### config.mk
export PLATFORM = sky130hd
export DESIGN_NAME = fetch_unit_flat
export DESIGN_NICKNAME = d
export VERILOG_FILES = /design/src/rtl/fetch_unit_pkg.sv /design/src/rtl/fetch_unit_if.sv /design/src/rtl/fetch_holdbuf.sv /design/src/rtl/fetch_unit.sv /design/src/flat_wrapper.sv
export SDC_FILE = /design/constraint.sdc
export NUM_CORES = 1
export LEC_CHECK = 0
export BUFFER_PORTS_ARGS = -buffer_cell sky130_fd_sc_hd__buf_2
export CAP_MARGIN = 15
export CORE_ASPECT_RATIO = 1.4
export CORE_MARGIN = 3
export CORE_UTILIZATION = 28
export DETAILED_ROUTE_END_ITERATION = 10
export REMOVE_ABC_BUFFERS = 1
export SLEW_MARGIN = 20
export SYNTH_ARGS = -nofsm -noshare
export SYNTH_HDL_FRONTEND = slang
export SYNTH_SLANG_ARGS = --single-unit
export TNS_END_PERCENT = 1
### constraint.sdc
create_clock -name clk -period 2.66 [get_ports clk]
set_clock_uncertainty 0.1 [all_clocks]
set_input_delay 0.266 -clock clk [delete_from_list [all_inputs] [get_ports clk]]
set_output_delay 0.266 -clock clk [all_outputs]
set_load 0.01 [all_outputs]
### src/rtl/fetch_unit_pkg.sv
// ============================================================================
// Module   : fetch_unit_pkg
// Brief    : Shared types and constants for the fetch stage.
//            Optional feature macro: FETCH_MISALIGN_EN.
// Revision : 1.0
// ============================================================================
`default_nettype none

package fetch_unit_pkg;

    typedef logic [63:0] u64;
    typedef logic [31:0] u32;

    localparam u64 PC_RESET_DEFAULT = 64'h0000_0000_8000_0000;
    localparam u32 NOP_INSTR        = 32'h0000_0013;

    typedef enum logic [1:0] {
        REQ   = 2'd0,
        STALL = 2'd1,
        DRAIN = 2'd2
    } fetch_state_t;

    typedef struct packed {
        logic valid;
        u64   pc;
        u32   instr;
`ifdef FETCH_MISALIGN_EN
        logic misalign;
`endif
    } fetch_data_t;

endpackage

`default_nettype wire

### src/rtl/fetch_unit_if.sv
// ============================================================================
// Module   : fetch_unit_if
// Brief    : Instruction bus and decode handshake bundle of the fetch stage.
//            Optional feature macro: FETCH_MISALIGN_EN (adds f_misalign).
// Revision : 1.0
// ============================================================================
`default_nettype none

interface fetch_unit_if;
    import fetch_unit_pkg::*;

    logic ireq_valid;
    u64   ireq_addr;
    logic iresp_data_ok;
    u32   iresp_data;
    logic f_valid;
    u64   f_pc;
    u32   f_instr;
    logic f_ready;
`ifdef FETCH_MISALIGN_EN
    logic f_misalign;
`endif

    modport master (
        output ireq_valid,
        output ireq_addr,
        input  iresp_data_ok,
        input  iresp_data,
        output f_valid,
        output f_pc,
        output f_instr,
`ifdef FETCH_MISALIGN_EN
        output f_misalign,
`endif
        input  f_ready
    );

    modport slave (
        input  ireq_valid,
        input  ireq_addr,
        output iresp_data_ok,
        output iresp_data,
        input  f_valid,
        input  f_pc,
        input  f_instr,
`ifdef FETCH_MISALIGN_EN
        input  f_misalign,
`endif
        output f_ready
    );

endinterface

`default_nettype wire

### src/rtl/fetch_holdbuf.sv
// ============================================================================
// Module   : fetch_holdbuf
// Brief    : One-entry skid register holding a response decode could not take.
// Revision : 1.0
// ============================================================================
`default_nettype none

module fetch_holdbuf
    import fetch_unit_pkg::*;
(
    input  logic        clk,
    input  logic        reset,
    input  logic        load,
    input  logic        drain,
    input  logic        flush,
    input  fetch_data_t din,
    output fetch_data_t dout
);

    fetch_data_t entry;

    always_ff @(posedge clk or negedge reset) begin
        if (!reset) begin
            entry <= '0;
        end else if (flush || drain) begin
            entry.valid <= 1'b0;
        end else if (load) begin
            entry <= din;
        end
    end

    assign dout = entry;

endmodule

`default_nettype wire

### src/rtl/fetch_unit.sv
// ============================================================================
// Module   : fetch_unit
// Brief    : Fetch stage owning the PC; issues bus reads, feeds decode.
//            Optional feature macro: FETCH_MISALIGN_EN.
// Revision : 1.0
// ============================================================================
`default_nettype none

module fetch_unit
    import fetch_unit_pkg::*;
#(
    parameter u64 PC_RESET = PC_RESET_DEFAULT
)(
    input  logic         clk,
    input  logic         reset,
    input  u64           pc_next,
    input  logic         redirect,
    output u64           pc_cur,
    fetch_unit_if.master bus
);

    fetch_state_t state, state_nx;
    u64           pc_q, pc_nx, addr_q;
    fetch_data_t  fout_q, fout_nx;
    fetch_data_t  hb_in, hb_data;
    logic         hb_load, hb_drain, hb_flush;
    logic         slot_free;
    logic         misaligned;

`ifdef FETCH_MISALIGN_EN
    logic trap_q, trap_nx;
    assign misaligned = (pc_q[1:0] != 2'b00);

    always_ff @(posedge clk or negedge reset) begin
        if (!reset) trap_q <= 1'b0;
        else        trap_q <= trap_nx;
    end
`else
    assign misaligned = 1'b0;
`endif

    assign slot_free = !fout_q.valid || bus.f_ready;

    // Gated with reset so an abandoned request is withdrawn the instant reset hits.
    assign bus.ireq_valid = reset && (((state == REQ) && !misaligned) || (state == DRAIN));
    assign bus.ireq_addr  = (state == REQ) ? pc_q : addr_q;

    assign pc_cur      = pc_q;
    assign bus.f_valid = fout_q.valid;
    assign bus.f_pc    = fout_q.pc;
    assign bus.f_instr = fout_q.instr;
`ifdef FETCH_MISALIGN_EN
    assign bus.f_misalign = fout_q.misalign;
`endif

    fetch_holdbuf u_holdbuf (
        .clk   (clk),
        .reset (reset),
        .load  (hb_load),
        .drain (hb_drain),
        .flush (hb_flush),
        .din   (hb_in),
        .dout  (hb_data)
    );

    always_ff @(posedge clk or negedge reset) begin
        if (!reset) begin
            state  <= REQ;
            pc_q   <= PC_RESET;
            addr_q <= PC_RESET;
            fout_q <= '0;
        end else begin
            state  <= state_nx;
            pc_q   <= pc_nx;
            fout_q <= fout_nx;
            if (state == REQ) addr_q <= pc_q;
        end
    end

    always_comb begin
        state_nx = state;
        pc_nx    = pc_q;
        fout_nx  = fout_q;
        hb_load  = 1'b0;
        hb_drain = 1'b0;
        hb_flush = 1'b0;
`ifdef FETCH_MISALIGN_EN
        trap_nx  = trap_q;
`endif
        hb_in       = '0;
        hb_in.valid = 1'b1;
        hb_in.pc    = pc_q;
        hb_in.instr = bus.iresp_data;

        if (fout_q.valid && bus.f_ready) fout_nx.valid = 1'b0;

        case (state)
            REQ: begin
                if (redirect) begin
                    pc_nx         = pc_next;
                    fout_nx.valid = 1'b0;
`ifdef FETCH_MISALIGN_EN
                    trap_nx       = 1'b0;
`endif
                    if (!bus.iresp_data_ok && !misaligned) state_nx = DRAIN;
                end else if (misaligned) begin
`ifdef FETCH_MISALIGN_EN
                    if (!trap_q && slot_free) begin
                        fout_nx          = '0;
                        fout_nx.valid    = 1'b1;
                        fout_nx.pc       = pc_q;
                        fout_nx.instr    = NOP_INSTR;
                        fout_nx.misalign = 1'b1;
                        trap_nx          = 1'b1;
                    end
`endif
                end else if (bus.iresp_data_ok) begin
                    pc_nx = pc_next;
                    if (slot_free) begin
                        fout_nx = hb_in;
                    end else begin
                        hb_load  = 1'b1;
                        state_nx = STALL;
                    end
                end
            end
            STALL: begin
                if (redirect) begin
                    hb_flush      = 1'b1;
                    fout_nx.valid = 1'b0;
                    pc_nx         = pc_next;
                    state_nx      = REQ;
                end else if (bus.f_ready) begin
                    fout_nx  = hb_data;
                    hb_drain = 1'b1;
                    state_nx = REQ;
                end
            end
            DRAIN: begin
                if (redirect) begin
                    pc_nx         = pc_next;
                    fout_nx.valid = 1'b0;
                end
                // A response landing with a redirect still retires the stale request.
                if (bus.iresp_data_ok) state_nx = REQ;
            end
            default: state_nx = REQ;
        endcase
    end

endmodule

`default_nettype wire

### src/flat_wrapper.sv
// flat-port wrapper written by rule: the top's interface ports become plain ports
module fetch_unit_flat import fetch_unit_pkg::*;
#(
    parameter u64 PC_RESET = PC_RESET_DEFAULT
)
  (clk, reset, pc_next, redirect, pc_cur, bus_ireq_valid, bus_ireq_addr, bus_iresp_data_ok, bus_iresp_data, bus_f_valid, bus_f_pc, bus_f_instr, bus_f_ready);
  fetch_unit_if bus_i ();
  input  logic clk;
  input  logic reset;
  input  u64 pc_next;
  input  logic redirect;
  output u64 pc_cur;
  output wire logic [$bits(bus_i.ireq_valid)-1:0] bus_ireq_valid;
  output wire logic [$bits(bus_i.ireq_addr)-1:0] bus_ireq_addr;
  input wire logic [$bits(bus_i.iresp_data_ok)-1:0] bus_iresp_data_ok;
  input wire logic [$bits(bus_i.iresp_data)-1:0] bus_iresp_data;
  output wire logic [$bits(bus_i.f_valid)-1:0] bus_f_valid;
  output wire logic [$bits(bus_i.f_pc)-1:0] bus_f_pc;
  output wire logic [$bits(bus_i.f_instr)-1:0] bus_f_instr;
  input wire logic [$bits(bus_i.f_ready)-1:0] bus_f_ready;
  assign bus_ireq_valid = bus_i.ireq_valid;
  assign bus_ireq_addr = bus_i.ireq_addr;
  assign bus_i.iresp_data_ok = bus_iresp_data_ok;
  assign bus_i.iresp_data = bus_iresp_data;
  assign bus_f_valid = bus_i.f_valid;
  assign bus_f_pc = bus_i.f_pc;
  assign bus_f_instr = bus_i.f_instr;
  assign bus_i.f_ready = bus_f_ready;
  fetch_unit #(.PC_RESET(PC_RESET)) u_core (.clk(clk), .reset(reset), .pc_next(pc_next), .redirect(redirect), .pc_cur(pc_cur), .bus(bus_i));
endmodule
==> metrics <==
status completed; CTS sink count 324; H-tree Lvls 2; hold slack 0.08681 ns; commonest non-fill, non-tap cell in the layout buf_2; Detailed Routing Iterations Pass 1 4; Slew Viols, Final 0; maximum vdd drop 0.6617 mV; Avg WL per Cell 18.67 um; DIE WIDTH 190.3 um; Seq cells post-synth 324; vias in the first global route 9947; hold crit path type in2reg; reported net switching power 7.755 mW; total power draw 22.44 mW; Max-Cap Viols 0; Clock Path Buffers 3; clock power share 21.2%; PortBufs 326; Highest Signal Layer met4; RSZ-0062 raised after global routing false; DRT antenna net count 0; worst r2r src u_core.state[1]$_DFFE_PN0P_; sequential fraction of the synthesis area 60.91%; Crit Path Class reg2out; TritonCTS buffer count 35; starting density of the core 28.61%; Final Routed Wirelength 35.61 mm; I/O pin total 327; clock root buffer clkbuf_16; combinational share of power 39.7%; HPWL Detailed 23.83 mm; first-pass GRT wire length 56.35 mm; Post-route DRC 0; M1 wire length 13.73 mm; Final Hold Fails 0; placed cell areas 15720 um2; Site Rows 93; CTS tree done; actual slew at the worst max-slew pin 0.6257 ns; Worst EP required 2.29 ns; largest net degree at the start of global routing 111; Power Density 1257 nW/um2; met2 WL 18.81 mm; Final WS setup 0.1232 ns; max_slew headroom 58.29%; fin crit share 95.37%; RePlAce Congestion 0.7441; crit-path cells inv_1, ha_4, buf_6, mux2_2, buf_2; Worst Setup End Kind output port; sequential power share 39.1%; fmax 394.2 MHz; Vias/cell 4.717; pre-CTS setup slack 0.2558 ns; vias post-DR 9000; initial DRC count 286; routed length on met3 2.013 mm; critical path's slowest cell dfrtp_1; final non-filler cell total 1908; Final Setup Violations 0; CTS clk-pin slew, worst paths 0.06 ns; Placed Cells 1745; synth warn 0; leakage power 8.312 nW; Filler Cell Count 4427; Max FO, Critical Path 25; die height 264.0 um; CP arrival 2.17 ns; total congestion overflow 0; crit path from u_core.state[0]$_DFFE_PN0P_; fin crit period 2.537 ns; share of layout cells above drive strength 1 56.99%; post-synth design cell area 13320 um2; count of cell types in the netlist 32; Core ar. 46540 um2; Worst Setup Start Kind flip-flop; switching share of power 34.56%; Die ar. 50240 um2; final core occ 38.35%; Final nets 1368; Reg2Reg Depth 6; Synth Area per Inst 15.72 um2; Post-Syn Instances 847; setup TNS 0 ns; hold wc startpoint bus_iresp_data_ok; CP max stage delay 0.40 ns; WHS Path Cells 4; antenna violations before repair 3; All-Layer GR Usage 13.99%; Area growth syn-to-layout 34.07%; most frequent cells in the layout buf_2, dfrtp_1, mux2_2; internal power 14.68 mW; Clock Latency Late Sink 0.53 ns; Post-Layout Inst Area 17850 um2
-- sequential cells by signal, summed over array words and instances (netlist names) --
| signal | cells |
|---|---|
| u_core.u_holdbuf.dout | 97 |
| u_core.addr_q | 64 |
| u_core.bus.f_pc | 64 |
| u_core.pc_cur | 64 |
| u_core.bus.f_instr | 32 |
| u_core.state | 2 |
| u_core.bus.f_valid | 1 |
-- cell usage after synthesis --
library cell / number / area share [%]
nor2b_1: 4 / 0.19
a21boi_0: 1 / 0.056
clkbuf_1: 33 / 0.93
o21bai_1: 1 / 0.056
o221ai_1: 1 / 0.066
dfrtp_1: 322 / 61
a21oi_1: 1 / 0.038
a41o_1: 1 / 0.075
o21ai_0: 3 / 0.11
inv_1: 4 / 0.11
a21o_1: 1 / 0.056
a221o_1: 1 / 0.075
ha_1: 4 / 0.38
buf_2: 26 / 0.98
nand3_1: 1 / 0.038
o32ai_1: 1 / 0.066
nor2_1: 1 / 0.028
or3b_4: 1 / 0.085
buf_1: 1 / 0.028
nand2_1: 2 / 0.056
buf_6: 9 / 0.76
dfstp_2: 2 / 0.39
a32oi_1: 2 / 0.13
a32o_1: 96 / 7.2
o22ai_2: 1 / 0.094
and2_1: 1 / 0.047
nand2b_1: 2 / 0.094
o21a_1: 1 / 0.056
mux2_2: 320 / 27
or3_1: 1 / 0.047
nor2_4: 1 / 0.085
nor4bb_1: 1 / 0.075
-- power groups by stage --
stage / combinational [mW] / sequential [mW] / clock (mW)
global placement: 8.75 / 8.75 / 0
detailed placement: 8.90 / 8.86 / 0
global route: 9.63 / 9.09 / 5.13
floorplan: 4.88 / 8.99 / 0
finish: 8.91 / 8.77 / 4.76
CTS: 9.06 / 8.79 / 4.93
-- cells by family after synthesis --
group           count (synthesis)  share of synthesized area [%]
flops                         324                          60.91
buf+inv                        73                          2.810
simple gates                   15                         0.7423
fa+ha+maj                       4                         0.3759
compound gates                111                          8.100
mux                           320                          27.06
-- metal layers --
metal	GRT usage [%]	vias to the layer above
met3	3.199	59
li1	-	4016
met2	25.73	251
met5	0	-
met4	5.219	0
met1	15.61	4674
-- critical path: cells and delay by family (launching register included) --
kind                       cells  cell delay (ns)
adders and majority gates      1             0.23
buffers and inverters          3             0.60
DFF                            1             0.40
muxes                          1             0.39
-- worst paths after layout --
path | slack, ns | to
worst max-delay path | 0.12 | bus_ireq_addr[1]
worst min-delay path | 0.09 | u_core.state[1]$_DFFE_PN0P_
worst max register to register | 0.27 | u_core.bus.f_pc[6]$_DFFE_PN0P_
worst min register to register | 0.39 | u_core.u_holdbuf.dout[96]$_DFFE_PN0P_
max in group asynchronous | 1.43 | u_core.bus.f_instr[21]$_DFFE_PN0P_
min in group asynchronous | 0.11 | u_core.addr_q[37]$_DFF_PN0_
-- timing repair --
action	CTS	global route
setup buffers	0	0
hold buffers	98	0
endpoints found under the setup margin	41	39
hold endpoints to repair	285	0
resized for setup	3	1
-- final cells by class --
class,count,area [um2],area share [%]
Clock buffer,54,1080,6.049
Tap cell,617,772.0,4.324
Inverter,4,15.01,0.08410
Sequential cell,324,8110,45.43
Timing Repair Buffer,448,2944,16.49
Multi-Input combinational cell,450,4880,27.33
Clock inverter,8,43.79,0.2453
Antenna cell,3,7.507,0.04205
No activity file was read; power rests on OpenSTA's default activity.
